### src/rtl/ex_muldiv_iter.sv
`default_nettype none
// +----------------------------------------------------------------------------+
// | Module      : ex_muldiv_iter                                               |
// | Description : Iterative RISC-V M-extension unit for the EX stage.          |
// |               Executes MUL/MULH/MULHSU/MULHU/DIV/DIVU/REM/REMU behind a    |
// |               valid/ready request and response handshake. The multiplier  |
// |               retires MUL_STEP bits per cycle; the divider is restoring   |
// |               radix-2. Divide-by-zero and signed overflow are resolved    |
// |               without iterating.                                          |
// | Revision    : 1.0  initial release                                         |
// +----------------------------------------------------------------------------+
// | Parameters                                                                 |
// |   XLEN      operand/result width (even, >= 8)                              |
// |   MUL_STEP  multiplier bits retired per cycle (must divide XLEN)           |
// | Configuration macro                                                        |
// |   MULDIV_EARLY_OUT_EN  divider skips leading zeros of |dividend| and       |
// |                        returns at once when |dividend| < |divisor|.        |
// |                        Results are identical with or without it.           |
// | Ports                                                                      |
// |   clk            in   1     clock                                          |
// |   rst_n          in   1     asynchronous active-low reset                  |
// |   i_req_valid    in   1     request valid                                  |
// |   o_req_ready    out  1     unit idle and able to accept (0 during flush)  |
// |   i_req_op       in   3     funct3 of the M instruction                    |
// |   i_req_op1      in   XLEN  rs1 (multiplicand / dividend)                  |
// |   i_req_op2      in   XLEN  rs2 (multiplier / divisor)                     |
// |   i_flush        in   1     kill the operation in flight                   |
// |   i_hold         in   1     pipeline stall, freezes the iteration          |
// |   o_rsp_valid    out  1     result valid                                   |
// |   i_rsp_ready    in   1     consumer takes the result                      |
// |   o_rsp_result   out  XLEN  result                                         |
// |   o_busy         out  1     an operation is in progress                    |
// +----------------------------------------------------------------------------+
module ex_muldiv_iter #(
  parameter int XLEN     = 32,
  parameter int MUL_STEP = 4
) (
  input  logic            clk,
  input  logic            rst_n,
  input  logic            i_req_valid,
  output logic            o_req_ready,
  input  logic [2:0]      i_req_op,
  input  logic [XLEN-1:0] i_req_op1,
  input  logic [XLEN-1:0] i_req_op2,
  input  logic            i_flush,
  input  logic            i_hold,
  output logic            o_rsp_valid,
  input  logic            i_rsp_ready,
  output logic [XLEN-1:0] o_rsp_result,
  output logic            o_busy
);

  localparam int                 c_CNT_W    = $clog2(XLEN + 1);
  localparam logic [c_CNT_W-1:0] c_MUL_ITER = c_CNT_W'(XLEN / MUL_STEP);
  localparam logic [c_CNT_W-1:0] c_DIV_ITER = c_CNT_W'(XLEN);
  localparam logic [c_CNT_W-1:0] c_CNT_ONE  = c_CNT_W'(1);
  localparam logic [XLEN-1:0]    c_INT_MIN  = {1'b1, {(XLEN-1){1'b0}}};

  typedef enum logic [2:0] {
    S_IDLE  = 3'd0,
    S_PREP  = 3'd1,
    S_MUL   = 3'd2,
    S_DIV   = 3'd3,
    S_FIXUP = 3'd4,
    S_DONE  = 3'd5
  } state_t;

  // ---------------------------------------------------------------------------
  // Registers
  // ---------------------------------------------------------------------------
  state_t              r_state;
  logic [2:0]          r_op;
  logic [XLEN-1:0]     r_a;
  logic [XLEN-1:0]     r_b;
  logic                r_neg;        // final result must be negated
  logic                r_special;    // result was resolved in PREP
  logic [XLEN-1:0]     r_spec_res;
  logic [c_CNT_W-1:0]  r_cnt;        // iterations still to run
  logic [2*XLEN-1:0]   r_acc;        // product accumulator
  logic [2*XLEN-1:0]   r_mcand;      // multiplicand, pre-aligned to the digit weight
  logic [XLEN-1:0]     r_mplier;     // remaining multiplier digits, LSB first
  logic [XLEN-1:0]     r_rem;        // partial remainder
  logic [XLEN-1:0]     r_quo;        // dividend bits shift out, quotient bits shift in
  logic [XLEN-1:0]     r_dvsr;
  logic                r_rsp_valid;
  logic [XLEN-1:0]     r_rsp_result;

  // ---------------------------------------------------------------------------
  // Operand preparation (evaluated in PREP from the latched request)
  // ---------------------------------------------------------------------------
  logic                w_is_rem;
  logic                w_div_signed;
  logic                w_s1;
  logic                w_s2;
  logic                w_res_neg;
  logic [XLEN-1:0]     w_abs_a;
  logic [XLEN-1:0]     w_abs_b;
  logic                w_div_zero;
  logic                w_div_ovf;
  logic                w_small;
  logic                w_special;
  logic [XLEN-1:0]     w_spec_res;
  logic [c_CNT_W-1:0]  w_div_iter;
  logic [XLEN-1:0]     w_dividend;

  assign w_is_rem     = r_op[2] & r_op[1];
  assign w_div_signed = r_op[2] & ~r_op[0];

  // op1 is signed for MULH, MULHSU, DIV, REM; op2 for MULH, DIV, REM.
  assign w_s1 = r_a[XLEN-1] &
                ((~r_op[2] & ((r_op[1:0] == 2'b01) | (r_op[1:0] == 2'b10))) | w_div_signed);
  assign w_s2 = r_b[XLEN-1] &
                ((~r_op[2] & (r_op[1:0] == 2'b01)) | w_div_signed);

  // Remainder takes the dividend sign (truncating division); everything else s1^s2.
  assign w_res_neg = w_is_rem ? w_s1 : (w_s1 ^ w_s2);

  // Negating INT_MIN yields INT_MIN, which is the right unsigned magnitude.
  assign w_abs_a = w_s1 ? -r_a : r_a;
  assign w_abs_b = w_s2 ? -r_b : r_b;

  assign w_div_zero = (r_b == '0);
  assign w_div_ovf  = w_div_signed & (r_a == c_INT_MIN) & (r_b == '1);

`ifdef MULDIV_EARLY_OUT_EN
  logic [c_CNT_W-1:0] w_len;   // bit length of |dividend|

  always_comb begin
    w_len = '0;
    for (int i = 0; i < XLEN; i++) begin
      if (w_abs_a[i]) w_len = c_CNT_W'(i + 1);
    end
  end

  // A dividend smaller than the divisor (including zero) needs no iteration.
  assign w_small    = (w_abs_a < w_abs_b);
  assign w_div_iter = w_len;
  // Left-justify the dividend so only its significant bits are iterated.
  assign w_dividend = w_abs_a << (c_DIV_ITER - w_len);
`else
  assign w_small    = 1'b0;
  assign w_div_iter = c_DIV_ITER;
  assign w_dividend = w_abs_a;
`endif

  assign w_special = w_div_zero | w_div_ovf | w_small;

  // Results that never enter the divider loop. The remainder of a short cut
  // is always op1 itself, except for overflow where it is 0.
  always_comb begin
    w_spec_res = '0;
    if (w_div_zero) begin
      w_spec_res = w_is_rem ? r_a : '1;
    end else if (w_div_ovf) begin
      w_spec_res = w_is_rem ? '0 : r_a;
    end else begin
      w_spec_res = w_is_rem ? r_a : '0;
    end
  end

  // ---------------------------------------------------------------------------
  // Iteration datapath
  // ---------------------------------------------------------------------------
  logic [MUL_STEP-1:0] w_digit;
  logic [2*XLEN-1:0]   w_pp;
  logic [XLEN:0]       w_shift;
  logic                w_ge;
  logic [XLEN-1:0]     w_diff;

  assign w_digit = r_mplier[MUL_STEP-1:0];
  assign w_pp    = r_mcand * {{(2*XLEN-MUL_STEP){1'b0}}, w_digit};

  // The partial remainder is below the divisor, so after the shift it fits in
  // XLEN+1 bits and the successful difference fits back into XLEN bits.
  assign w_shift = {r_rem, r_quo[XLEN-1]};
  assign w_ge    = (w_shift >= {1'b0, r_dvsr});
  assign w_diff  = w_shift[XLEN-1:0] - r_dvsr;

  // ---------------------------------------------------------------------------
  // Sign correction and result selection
  // ---------------------------------------------------------------------------
  logic [2*XLEN-1:0] w_prod;
  logic [XLEN-1:0]   w_quo_f;
  logic [XLEN-1:0]   w_rem_f;
  logic [XLEN-1:0]   w_fix_res;

  // Full-width negate so MULH* high halves carry the borrow from the low half.
  assign w_prod  = r_neg ? -r_acc : r_acc;
  assign w_quo_f = r_neg ? -r_quo : r_quo;
  assign w_rem_f = r_neg ? -r_rem : r_rem;

  always_comb begin
    w_fix_res = '0;
    if (r_special) begin
      w_fix_res = r_spec_res;
    end else if (!r_op[2]) begin
      w_fix_res = (r_op[1:0] == 2'b00) ? w_prod[XLEN-1:0] : w_prod[2*XLEN-1:XLEN];
    end else begin
      w_fix_res = r_op[1] ? w_rem_f : w_quo_f;
    end
  end

  // ---------------------------------------------------------------------------
  // Control FSM and datapath registers
  // ---------------------------------------------------------------------------
  always_ff @(posedge clk or negedge rst_n) begin
    if (!rst_n) begin
      r_state      <= S_IDLE;
      r_op         <= '0;
      r_a          <= '0;
      r_b          <= '0;
      r_neg        <= 1'b0;
      r_special    <= 1'b0;
      r_spec_res   <= '0;
      r_cnt        <= '0;
      r_acc        <= '0;
      r_mcand      <= '0;
      r_mplier     <= '0;
      r_rem        <= '0;
      r_quo        <= '0;
      r_dvsr       <= '0;
      r_rsp_valid  <= 1'b0;
      r_rsp_result <= '0;
    end else if (i_flush && (r_state != S_IDLE)) begin
      // Kill wins over hold; any pending result is dropped.
      r_state     <= S_IDLE;
      r_rsp_valid <= 1'b0;
    end else if (r_state == S_IDLE) begin
      if (i_req_valid && o_req_ready) begin
        r_op    <= i_req_op;
        r_a     <= i_req_op1;
        r_b     <= i_req_op2;
        r_state <= S_PREP;
      end
    end else if (!i_hold) begin
      case (r_state)
        S_PREP: begin
          r_neg     <= w_res_neg;
          r_special <= 1'b0;
          if (!r_op[2]) begin
            r_acc    <= '0;
            r_mcand  <= {{XLEN{1'b0}}, w_abs_a};
            r_mplier <= w_abs_b;
            r_cnt    <= c_MUL_ITER;
            r_state  <= S_MUL;
          end else if (w_special) begin
            r_special  <= 1'b1;
            r_spec_res <= w_spec_res;
            r_state    <= S_FIXUP;
          end else begin
            r_rem   <= '0;
            r_quo   <= w_dividend;
            r_dvsr  <= w_abs_b;
            r_cnt   <= w_div_iter;
            r_state <= S_DIV;
          end
        end

        S_MUL: begin
          r_acc    <= r_acc + w_pp;
          r_mcand  <= r_mcand << MUL_STEP;
          r_mplier <= r_mplier >> MUL_STEP;
          r_cnt    <= r_cnt - c_CNT_ONE;
          if (r_cnt == c_CNT_ONE) r_state <= S_FIXUP;
        end

        S_DIV: begin
          r_rem <= w_ge ? w_diff : w_shift[XLEN-1:0];
          r_quo <= {r_quo[XLEN-2:0], w_ge};
          r_cnt <= r_cnt - c_CNT_ONE;
          if (r_cnt == c_CNT_ONE) r_state <= S_FIXUP;
        end

        S_FIXUP: begin
          r_rsp_result <= w_fix_res;
          r_rsp_valid  <= 1'b1;
          r_state      <= S_DONE;
        end

        S_DONE: begin
          if (i_rsp_ready) begin
            r_rsp_valid <= 1'b0;
            r_state     <= S_IDLE;
          end
        end

        default: begin
          r_rsp_valid <= 1'b0;
          r_state     <= S_IDLE;
        end
      endcase
    end
  end

  // ---------------------------------------------------------------------------
  // Outputs
  // ---------------------------------------------------------------------------
  assign o_req_ready  = (r_state == S_IDLE) & ~i_flush;
  assign o_busy       = (r_state != S_IDLE);
  assign o_rsp_valid  = r_rsp_valid;
  assign o_rsp_result = r_rsp_result;

endmodule
`default_nettype wire

### config.mk
export PLATFORM = sky130hd
export DESIGN_NAME = ex_muldiv_iter
export DESIGN_NICKNAME = d
export VERILOG_FILES = /design/src/rtl/ex_muldiv_iter.sv
export SDC_FILE = /design/constraint.sdc
export NUM_CORES = 2
export LEC_CHECK = 0
export CELL_PAD_IN_SITES_DETAIL_PLACEMENT = 2
export CELL_PAD_IN_SITES_GLOBAL_PLACEMENT = 2
export CORE_MARGIN = 2
export CORE_UTILIZATION = 39
export DETAILED_ROUTE_END_ITERATION = 12
export PLACE_DENSITY_LB_ADDON = 0.1
export SYNTH_ARGS = -nofsm -noshare
export SYNTH_HDL_FRONTEND = slang
export SYNTH_SLANG_ARGS = --single-unit
export TNS_END_PERCENT = 5
### constraint.sdc
create_clock -name clk -period 7.16 [get_ports clk]
set_input_delay 1.432 -clock clk [delete_from_list [all_inputs] [get_ports clk]]
set_output_delay 1.432 -clock clk [all_outputs]
set_load 0.02 [all_outputs]
# == Word level (Yosys, flattened, before mapping) ==
# Index checks and enable logic that the tools add are counted.
# word_totals
regBits,399
input_bits,73
output_inout_bits,35
word_cells,137
# op_classes
n_addsub,8
n_mul,1
n_lt_le_gt_ge,1
eq_ne,22
muxes,47
bitwise_logic,21
reduce_logical,21
# ops
cell,count
two-way mux 32 bit,19
one-hot mux 64 bit (2 select lines),2
two-way mux 64 bit,3
one-hot mux 32 bit (2 select lines),3
negator 32 bit,4
adder 64 bit,1
== test 32 bit (second input constant),2
multiplier 64 x 4 -> 64 bit,1
negator 64 bit,1
>= comparator 33 x 32 -> 1 bit,1
logical NOT 32 bit,1
subtractor 32 bit,1
two-way mux 3 bit,8
AND reduction 6 bit,3
AND reduction 4 bit,4
two-way mux 6 bit,2
one-hot mux 3 bit (4 select lines),1
one-hot mux 6 bit (2 select lines),1
AND reduction 5 bit,2
bitwise AND 1 bit,9
inequality test 3 bit (second input constant),3
inequality test 2 bit (second input constant),4
two-way mux 1 bit,7
inverter 1 bit,7
other kinds (22),31

# == Depth between registers and ports, before layout ==
# depth
depth_word,11
ltp_mapped,20
mapped_depth_nobuf,18

# == Worst setup path before layout ==
# Ideal clock, no wire load.
# synth_timing
path_type,register to register
from,register r_mplier[2]
to,register r_acc[63]
setup_ns,0.125
t_arrival_ns,4.886
required_time_ns,7.035
setup_slack_ns,2.149
stages_incl_launch_ff,21
n_path_buf,3
period_less_slack_ns,5.011
cell_sequence,dfrtp_1 > clkbuf_1 > clkbuf_1 > and2_1 > fa_1 > fa_1 > inv_1 > fa_1 > inv_1 > ha_1 > clkbuf_1 > and4_1 > and2_1 > o21ai_0 > o211a_1 > a31oi_1 > a31oi_1 > o31ai_1 > a21o_1 > nand4_1 > mux2_2
# synth_via
elab_chain_len,3
# synth_rtl
element,line_no,source
start: declaration,81,logic [XLEN-1:0] r_mplier;
start signal: assignment,243,r_mplier <= w_abs_b;
start signal: assignment,262,r_mplier <= r_mplier >> MUL_STEP;
multiplier 64 x 4 -> 64 bit,171,"assign w_pp = r_mcand * {{(2*XLEN-MUL_STEP){1'b0}}, w_digit};"
adder 64 bit,260,r_acc <= r_acc + w_pp;
one-hot mux 64 bit (2 select lines),236,case (r_state)
end signal: assignment,260,
end: declaration,79,logic [2*XLEN-1:0] r_acc;
# Every way passes these cells.
# A chain may end at the register's enable or synchronous reset.

# == Worst setup path in the final report ==
# Ends and elaborated chain as after synthesis.

==> results_dict.tcl <==
set metrics [dict create \
    status "finished, final reports clean" \
    portBuffers 107 \
    reg2reg_slack_ps 930 \
    die_w_um 293 \
    rsz0062_at_grt "no" \
    synth-seq-cells 399 \
    ys_seq_area_share_pct 30.6 \
    rr_endpoint "r_acc[63]$_DFFE_PN0P_" \
    grt_max_degree 168 \
    tightest_slew_ps 1220 \
    core_area_mm2 0.0832 \
    wirelength_mm 131 \
    fp.dieArea_mm2 0.0859 \
    first_global_vias 32100 \
    period_needed_ps 6230 \
    grt_antenna_before_repair 4 \
    place_hpwl_mm 99.4 \
    drt_first_pass_iters 5 \
    cts_tree "built" \
    clkTransAtPathRegs_ps 60 \
    ir_drop_mv 0.261 \
    finalSetupViolCount 0 \
    htree_levels 2 \
    ys_top_cells_by_area "dfrtp_1, fa_1, o21ai_0" \
    synth_area_per_cell_um2 8.46 \
    die_h_um 293 \
    grt_pass1_wl_mm 203 \
    drc 0 \
    clockBufferDepth 3 \
    cts_resized 0 \
    utilization_pct 43.7 \
    grt_usage_pct 30.7 \
    ioPinCount 108 \
    yosys_warnings 0 \
    initial_core_util_pct 39.2 \
    ant_nets 0 \
    viasPerCell 5.86 \
    ys_top_cells_by_count "nand2_1, dfrtp_1, inv_1" \
    std_cell_rows 106 \
    place_inst 4866 \
    crit_fanout 48 \
    fin_crit_sh_pct 87.0 \
    leakage_nw 16.3 \
    instances_no_fill 4961 \
    reg2regPathDepth 17 \
    drv_slew 0 \
    p_per_area_mw_per_mm2 481 \
    hold_buffers 0 \
    p_total_w 0.0175 \
    max_freq_mhz 161 \
    root_buffer "clkbuf_16" \
    numClockSinks 399 \
    syn_to_final_growth_pct 11.5 \
    cts-buffers-inserted 51 \
    syn_area_mm2 0.0326 \
    hold_path.class "reg2reg" \
    fin_nets 4204 \
    yosysMostFrequentCell "nand2_1" \
    largestRegisters "r_acc: 64 flops, r_mcand: 64 flops" \
    gp_congestion 0.922 \
    async_flop_share_pct 100 \
    crit_path_end_kind "flop" \
    worstReg2RegStart "r_mplier[2]$_DFFE_PN0P_" \
    slew_headroom_pct 18.4 \
    worstSkewPairLatency_ps 640 \
    syn_nets 4219 \
    synthFlopType "dfrtp_1" \
    synth_cells 3854 \
    finalSetupTns_ps 0 \
    hp-start "r_dvsr[13]$_DFFE_PN0P_" \
    timing.final.hold_violations 0 \
    yosys.cell_types.count 75 \
    hold-path-endpoint "r_dvsr[13]$_DFFE_PN0P_" \
    grt-ovfl-total 0 \
    crit_required_ps 7650 \
    num_vias 29100 \
    drt_iter0_markers 1825 \
    post_cts_buffers 0 \
    hold-worst-slack_ps 480 \
    min_path_cells 2 \
    drive_gt1_share_pct 5.78 \
    crit_path_start_kind "flop" \
    yosysTopAreaCell "dfrtp_1" \
    fin_skew_ps 37.8 \
    synth_top_cell_area_share_pct 30.6 \
    wl_per_cell_um 26.5 \
    criticalPathCategory "reg2reg" \
    arrival_ps 6720 \
    maxCapViolations 0 \
    synth-edff-count 0 \
]
[placed cells by master (no fill, tap or decap), drive strengths merged, types with 42 or more instances in the layout]
cell / count
nand2: 424
dfrtp: 399
inv: 375
o21ai: 373
and2: 242
a21oi: 241
nor2: 204
fa: 183
xnor2: 172
nand3: 115
ha: 109
clkdlybuf4s50: 106
xor2: 95
clkbuf: 74
mux2: 70
a22oi: 59
o31ai: 55
a21o: 52
nand4: 49
nor3: 42
[logic make-up after synthesis]
family / synth area share [%]
AND/OR/NAND/NOR: 18.7
AO/OA/AOI/OAI: 18.1
buffers and inverters: 6.79
flip-flops: 30.6
adder cells (fa/ha/maj): 15.4
XOR/XNOR: 7.17
multiplexers: 3.20
[stage by stage]
| step | setup slack (ps) | instance area, um2 |
|---|---|---|
| 3_5_place_dp | 1140 | 34600 |
| 3_3_place_gp | 1350 | 34600 |
| 2_1_floorplan | 2150 | 32600 |
| 5_1_grt | 526 | 36400 |
| 6_report | 931 | 36400 |
| 4_1_cts | 1070 | 36400 |
[final cells by class]
cell class / instances / area [um2]
Clock buffer: 74 / 1500
Antenna cell: 3 / 7.51
Clock inverter: 18 / 244
Timing Repair Buffer: 140 / 1360
Fill cell: 9163 / 46800
Sequential cell: 399 / 9990
Tap cell: 1080 / 1350
Multi-Input combinational cell: 2872 / 20500
Inverter: 375 / 1410
[worst max path at each step]
stage	start	end	slack, ps	cells after the start
2_1_floorplan	r_mplier[2]$_DFFE_PN0P_	r_acc[63]$_DFFE_PN0P_	2150	20
3_3_place_gp	r_mplier[2]$_DFFE_PN0P_	r_acc[48]$_DFFE_PN0P_	1350	19
3_5_place_dp	r_mplier[3]$_DFFE_PN0P_	r_acc[63]$_DFFE_PN0P_	1140	16
4_1_cts	r_mplier[2]$_DFFE_PN0P_	r_acc[63]$_DFFE_PN0P_	1070	17
5_1_grt	r_mplier[2]$_DFFE_PN0P_	r_acc[48]$_DFFE_PN0P_	530	19
6_report	r_mplier[2]$_DFFE_PN0P_	r_acc[63]$_DFFE_PN0P_	930	17
[layer usage]
metal  up-vias  wire, um  global-route usage, %
met2       561     64000                   52.8
li1      13000         -                      -
met5         -        24                      0
met1     15300     57300                   40.1
met3       197      4820                   3.22
met4         4      5080                   11.0
[critical path: stages, from the launching register on]
cell and delay (ps):
dfrtp_1 640, buf_4 510, and2_1 210, ha_1 230, ha_1 270, inv_1 50, fa_1 500, fa_1 480
nand2b_1 200, a21oi_1 290, o211ai_1 220, o211a_1 300, a31oi_1 510, a31oi_1 330, o31ai_1 680, a21o_1 230
nand4_1 110, mux2_2 290
[where the power goes]
part           internal, W  total, W  switching (W)
Clock              0.00160   0.00273        0.00113
Sequential         0.00304   0.00443        0.00139
Combinational      0.00363    0.0103        0.00668
(Power assumes the default switching activity.)
